**config.mk**
```make
export PLATFORM = sky130hd
export DESIGN_NAME = ahb_master_if
export DESIGN_NICKNAME = d
export VERILOG_FILES = /design/src/rtl/ahb_master_if.sv
export SDC_FILE = /design/constraint.sdc
export NUM_CORES = 1
export LEC_CHECK = 0
export CAP_MARGIN = 20
export CORE_MARGIN = 4
export CORE_UTILIZATION = 45
export CTS_CLUSTER_SIZE = 14
export DETAILED_ROUTE_END_ITERATION = 6
export GPL_TIMING_DRIVEN = 0
export PLACE_DENSITY = 0.94
export RECOVER_POWER = 50
export SLEW_MARGIN = 20
export SYNTH_ARGS = -nofsm -noshare
export SYNTH_HDL_FRONTEND = slang
export SYNTH_SLANG_ARGS = --single-unit
```
**constraint.sdc**
```tcl
create_clock -name HCLK -period 4.15 [get_ports HCLK]
set_clock_uncertainty 0.05 [all_clocks]
set_input_delay 0.6225 -clock HCLK [delete_from_list [all_inputs] [get_ports HCLK]]
set_output_delay 0.6225 -clock HCLK [all_outputs]
set_load 0.1 [all_outputs]
```
**src/rtl/ahb_master_if.sv**
```systemverilog
// AHB-Lite single-transfer initiator: bridges a core request/response port onto the bus.
// Address and data phases are pipelined; HREADY stalls both; ERROR cancels the queued address.
module ahb_master_if #(
  parameter int unsigned ADDR_W = 32,
  parameter int unsigned DATA_W = 32
) (
  input  logic              HCLK,
  input  logic              HRESETn,
  input  logic              cpu_req,
  input  logic              cpu_we,
  input  logic [ADDR_W-1:0] cpu_addr,
  input  logic [1:0]        cpu_size,
  input  logic [DATA_W-1:0] cpu_wdata,
  output logic              cpu_gnt,
  output logic              cpu_rvalid,
  output logic [DATA_W-1:0] cpu_rdata,
  output logic              cpu_err,
  output logic [ADDR_W-1:0] HADDR,
  output logic [1:0]        HTRANS,
  output logic              HWRITE,
  output logic [1:0]        HSIZE,
  output logic [2:0]        HBURST,
  output logic [DATA_W-1:0] HWDATA,
  input  logic [DATA_W-1:0] HRDATA,
  input  logic              HREADY,
  input  logic              HRESP
);

  localparam int unsigned SIZE_W  = 2;
  localparam int unsigned TRANS_W = 2;
  localparam int unsigned BURST_W = 3;

  localparam logic [TRANS_W-1:0] TRANS_IDLE   = 2'b00;
  localparam logic [TRANS_W-1:0] TRANS_NONSEQ = 2'b10;
  localparam logic [BURST_W-1:0] BURST_SINGLE = 3'b000;

  // Error sequencer: ERR = waiting for the completing cycle, ERR_CANCEL additionally owes a
  // response for the cancelled address phase, CANCEL_RSP emits that owed response.
  typedef enum logic [1:0] {
    ST_RUN,
    ST_ERR,
    ST_ERR_CANCEL,
    ST_CANCEL_RSP
  } err_state_t;

  err_state_t state, state_nxt;

  logic              a_valid;
  logic [ADDR_W-1:0] a_addr;
  logic              a_we;
  logic [SIZE_W-1:0] a_size;
  logic [DATA_W-1:0] a_wdata;

  logic              d_valid;
  logic              d_we;
  logic [DATA_W-1:0] hwdata_q;

  logic err_start;
  logic err_blk;
  logic cancel_pend;
  logic cancel_a;
  logic cancel_rsp;

  // First cycle of a two-cycle ERROR response on an active data phase
  assign err_start = d_valid & HRESP & ~HREADY;

  always_ff @(posedge HCLK or negedge HRESETn) begin
    if (!HRESETn) begin
      state <= ST_RUN;
    end else begin
      state <= state_nxt;
    end
  end

  always_comb begin
    state_nxt   = state;
    err_blk     = 1'b0;
    cancel_pend = 1'b0;
    cancel_a    = 1'b0;
    cancel_rsp  = 1'b0;
    case (state)
      ST_RUN: begin
        if (err_start) begin
          cancel_a  = a_valid;
          state_nxt = a_valid ? ST_ERR_CANCEL : ST_ERR;
        end
      end
      ST_ERR: begin
        err_blk = 1'b1;
        if (HREADY) begin
          state_nxt = ST_RUN;
        end else if (err_start && a_valid) begin
          cancel_a  = 1'b1;
          state_nxt = ST_ERR_CANCEL;
        end
      end
      ST_ERR_CANCEL: begin
        err_blk     = 1'b1;
        cancel_pend = 1'b1;
        if (HREADY) begin
          state_nxt = ST_CANCEL_RSP;
        end
      end
      ST_CANCEL_RSP: begin
        cancel_pend = 1'b1;
        cancel_rsp  = 1'b1;
        state_nxt   = ST_RUN;
      end
      default: begin
        state_nxt = ST_RUN;
      end
    endcase
  end

  assign cpu_gnt = cpu_req & (~a_valid | HREADY) & ~err_blk & ~cancel_pend;

  // Address phase stage
  always_ff @(posedge HCLK or negedge HRESETn) begin
    if (!HRESETn) begin
      a_valid <= 1'b0;
      a_addr  <= '0;
      a_we    <= 1'b0;
      a_size  <= '0;
      a_wdata <= '0;
    end else if (cpu_gnt) begin
      a_valid <= 1'b1;
      a_addr  <= cpu_addr;
      a_we    <= cpu_we;
      a_size  <= cpu_size;
      a_wdata <= cpu_wdata;
    end else if (HREADY || cancel_a) begin
      a_valid <= 1'b0;
    end
  end

  // Data phase stage; write data follows its address one cycle later
  always_ff @(posedge HCLK or negedge HRESETn) begin
    if (!HRESETn) begin
      d_valid  <= 1'b0;
      d_we     <= 1'b0;
      hwdata_q <= '0;
    end else if (HREADY) begin
      d_valid <= a_valid;
      d_we    <= a_we;
      if (a_valid) begin
        hwdata_q <= a_wdata;
      end
    end
  end

  // Core response: one pulse per completed or cancelled transfer
  always_ff @(posedge HCLK or negedge HRESETn) begin
    if (!HRESETn) begin
      cpu_rvalid <= 1'b0;
      cpu_rdata  <= '0;
      cpu_err    <= 1'b0;
    end else if (d_valid && HREADY) begin
      cpu_rvalid <= 1'b1;
      cpu_err    <= HRESP;
      cpu_rdata  <= (d_we || HRESP) ? '0 : HRDATA;
    end else if (cancel_rsp) begin
      cpu_rvalid <= 1'b1;
      cpu_err    <= 1'b1;
      cpu_rdata  <= '0;
    end else begin
      cpu_rvalid <= 1'b0;
    end
  end

  assign HTRANS = a_valid ? TRANS_NONSEQ : TRANS_IDLE;
  assign HADDR  = a_addr;
  assign HWRITE = a_we;
  assign HSIZE  = a_size;
  assign HBURST = BURST_SINGLE;
  assign HWDATA = hwdata_q;

endmodule
```
* Word-level counts from Yosys, hierarchy flattened
Index checks and enable logic that the tools add are counted.
** Storage, ports and cells
- Output and inout port bits :: 107
- Bits in registers :: 138
** Cells by class
- Muxes and demuxes :: 23
- Bitwise gates (word level) :: 10
- Equality and inequality tests :: 6
- Reductions and logical operators :: 11
** Operators with widths (number)
- 32-bit 2-to-1 mux :: 3
- 1-bit 2-to-1 mux :: 12
- 2-bit 2-to-1 mux :: 6
- 2-bit case mux with 4 select lines :: 1
- 1-bit bitwise AND :: 5
- 2-bit equality test, second input constant :: 2
- 2-bit inequality test, second input constant :: 2
- 1-bit inverter :: 4
- 2-bit nonzero test :: 2
- 2-bit OR reduction :: 2
- 3-bit inequality test, second input constant :: 1
- 3-bit AND reduction :: 1
- 2-bit by 1-bit equality test with 1-bit output, second input constant :: 1
- 1-bit logical AND :: 2
- 2-bit zero test :: 1
- 1-bit logical OR :: 2
- 1-bit case mux with 2 select lines :: 1
- 2-bit AND reduction :: 1
- 1-bit OR :: 1

* Longest topological paths before layout
- Depth after elaboration :: 9
- Depth in mapped cells :: 7

* Worst setup path after synthesis
No wires, ideal clock.
- Kind :: reg2out
- From :: reg state[0]
- To :: out cpu_gnt
- Setup slack :: 1.511 ns
- Arrival time :: 1.966 ns
- Stages on the path, launching flop included :: 8
- Path through :: dfrtp_1 -> inv_1 -> ha_1 -> nor4b_2 -> o21ai_1 -> buf_6 -> buf_6 -> inv_1
** On the way
- Longest elaborated chain between the ends :: 6
** Ends and longest elaborated chain
- start: declaration :: RTL line 46 : err_state_t state, state_nxt;
- start signal: assignment :: RTL line 71 : state <= state_nxt;
- 2-bit equality test / 2-bit by 1-bit equality test with 1-bit output (equally long branches) :: RTL line 81 : case (state)
- 2-bit OR reduction (no source line)
- 1-bit 2-to-1 mux :: RTL line 81
- 1-bit inverter :: RTL line 115 : assign cpu_gnt = cpu_req & (~a_valid | HREADY) & ~err_blk & ~cancel_pend;
- 1-bit bitwise AND :: RTL line 115
- 1-bit bitwise AND (*) :: RTL line 115
- end: declaration :: RTL line 14 : output logic cpu_gnt,
Every way passes the cells marked *; elsewhere a longest branch is shown, timed or not.

* Final worst setup path
Ends and elaborated chain as after synthesis.

==> impl_metrics.env <==
export IMPL_status="complete, but fails checks"
export IMPL_violations="max-capacitance violations, max-slew violations"
export IMPL_first_pass_iters=4
export IMPL_grt_setup_unrepaired="false"
export IMPL_postCtsSetupRepairBufs=0
export IMPL_area_delta_synth_final_pct=54.6
export IMPL_clock_sinks=138
export IMPL_relSlewSlack=-1.24
export IMPL_design_area_um2=8070
export IMPL_setup_ws_ns=0.203
export IMPL_hold_buffers=0
export IMPL_hold_class="reg2reg"
export IMPL_vias_per_cell=5.02
export IMPL_num_rows=39
export IMPL_synth_top_cell_by_area="dfrtp_1"
export IMPL_critical_path_slowest_cell="clkdlybuf4s50_1"
export IMPL_antenna_found_initial=0
export IMPL_drc_errors=0
export IMPL_ios=211
export IMPL_post_drt_wl_per_cell_um=17.8
export IMPL_crit_fanout=10
export IMPL_totalWireLength_um=12700
export IMPL_period_share=0.951
export IMPL_vias=3562
export IMPL_dieArea_um2=13400
export IMPL_grt_pass1_wl_um=20000
export IMPL_initial_utilization=0.459
export IMPL_max_stage_delay_ns=1.12
export IMPL_critPathLaunchType="flop"
export IMPL_globalplace_congestion=0.788
export IMPL_drv_cap=1
export IMPL_fillers=760
export IMPL_avgSynthCellArea_um2=16.0
export IMPL_layout_common_cells="clkdlybuf4s50_1 (204), dfrtp_1 (138), mux2_2 (93)"
export IMPL_grt_usage=0.195
export IMPL_clockRootBuffer="clkbuf_16"
export IMPL_cts_max_level=4
export IMPL_fp_dieW_um=116
export IMPL_clkLatencyLatePin_ns=0.41
export IMPL_synthesis_instances=326
export IMPL_core_um2=11400
export IMPL_antennaDiodeCount=0
export IMPL_drt_iter0_drc=162
export IMPL_finalSetupViolCount=0
export IMPL_drive_gt1_frac=0.242
export IMPL_synth_area_top_cells="dfrtp_1 (66%), mux2_2 (20%), a22o_1 (5.4%)"
export IMPL_crit_family="buffers and inverters"
export IMPL_path_buf_inv=5
export IMPL_dpl_worst_slack_ns=0.332
export IMPL_multi_input_area_um2=1630
export IMPL_ctsResizeCount=0
export IMPL_critPathRequiredTime_ns=3.48
export IMPL_yosysTopAreaCellShare=0.661
export IMPL_die_y_um=116
export IMPL_final_common_cell="clkdlybuf4s50_1"
export IMPL_grt_pass1_vias=4073
export IMPL_post_dp_cell_area_um2=7500
export IMPL_antenna_left=0
export IMPL_synth_seq_area_share=0.661
export IMPL_clk_pin_slew_ns=0.06
export IMPL_gr_total_overflow=0
export IMPL_cp_cell_sequence="inv_1, ha_1, nor4b_2, o21ai_1, buf_6, buf_6, inv_1, clkdlybuf4s50_1"
export IMPL_finalMaxSlewViolations=63
export IMPL_end_kind="output port"
export IMPL_cts_buffer_depth=2
export IMPL_regArea_um2=3450
export IMPL_ys_types=23
export IMPL_cts_tree="built"
export IMPL_fin_crit_ns=3.95
export IMPL_hpwl_um=9440
export IMPL_grt_use_met2=0.338
export IMPL_met3_usage=0.0815
export IMPL_syn_cell_area_um2=5220
export IMPL_timing_fmax_mhz=253
export IMPL_cp_arrival_ns=3.27
export IMPL_io_buffers=205
export IMPL_hold_viol=0
export IMPL_r2r_setup_slack_ns=1.97
export IMPL_ys_seq_elements=138
export IMPL_grtUsageMet1=0.212
export IMPL_grt_busiest_layer="met2"
export IMPL_crit_type="reg2out"
export IMPL_yosysWarningCount=0
export IMPL_cts_buffers=17
export IMPL_nets=663
export IMPL_grt_max_degree=77
export IMPL_worstMarginPinSlew_ns=3.36
==> cells in the mapped netlist <==
| cell | n |
|---|---|
| clkbuf_1 | 3 |
| buf_2 | 12 |
| a21oi_1 | 4 |
| nor4b_2 | 1 |
| o21ai_1 | 1 |
| nand2_1 | 2 |
| dfrtp_1 | 138 |
| o211a_1 | 1 |
| nor2_1 | 2 |
| a22o_1 | 32 |
| nor2b_1 | 1 |
| buf_4 | 5 |
| inv_1 | 6 |
| ha_1 | 5 |
| nor3_1 | 2 |
| nand3b_1 | 1 |
| buf_6 | 2 |
| mux2i_1 | 2 |
| mux2_1 | 8 |
| mux2_2 | 93 |
| o21ai_0 | 3 |
| conb_1 | 1 |
| o31ai_1 | 1 |
==> sequential cells by signal, indices dropped and copies added, names as in the netlist <==
register and count:
cpu_err 1, d_valid 1, cpu_rvalid 1, d_we 1, a_wdata 32, state 2, HSIZE 2, a_valid 1
cpu_rdata 32, HWDATA 32, HWRITE 1, HADDR 32
==> layout make-up <==
class,count,area share
buffer,22,0.0153
clock buffer,25,0.0626
clock inverter,7,0.0109
inverter,6,0.00279
multi-input combinational,163,0.202
sequential,138,0.428
tap,143,0.0222
timing repair buffer,206,0.257
==> cells by family after synthesis <==
| family | share of synthesized area |
|---|---|
| muxes | 0.222 |
| buffers and inverters | 0.0295 |
| other | 0.000718 |
| AOI/OAI and AO/OA | 0.0647 |
| DFF | 0.661 |
| adders and majority gates | 0.0120 |
| and+or+nand+nor | 0.0103 |
==> metrics by stage <==
step,instances,TNS (ns),hold slack (ns),utilization
global placement,677,-370.94,0.421,0.657
global route,710,0,0.455,0.710
floorplan,329,0,0.277,-
CTS,710,0,0.0949,0.712
finish,710,0,0.442,0.710
detailed placement,678,0,0.431,0.659
==> final timing paths <==
kind | end | from | cells after the start
min in group asynchronous | a_wdata[13]$_DFFE_PN0P_ | HRESETn | 1
setup / recovery | cpu_gnt | state[0]$_DFFE_PN0P_ | 8
max in group asynchronous | cpu_rdata[24]$_DFFE_PN0P_ | HRESETn | 1
setup reg to reg | a_wdata[27]$_DFFE_PN0P_ | state[0]$_DFFE_PN0P_ | 7
hold reg to reg | a_wdata[20]$_DFFE_PN0P_ | a_wdata[20]$_DFFE_PN0P_ | 1
hold / removal | a_wdata[20]$_DFFE_PN0P_ | a_wdata[20]$_DFFE_PN0P_ | 1
==> layer usage <==
metal / share of wire / routed length [um]
met5: 0 / 0
met1: 0.36 / 4600
met2: 0.51 / 6520
met4: 0.024 / 300
met3: 0.098 / 1240
Power is left out: the tool's default activity adds up to more than one toggle a clock period on the data nets, which glitch-free logic cannot reach.
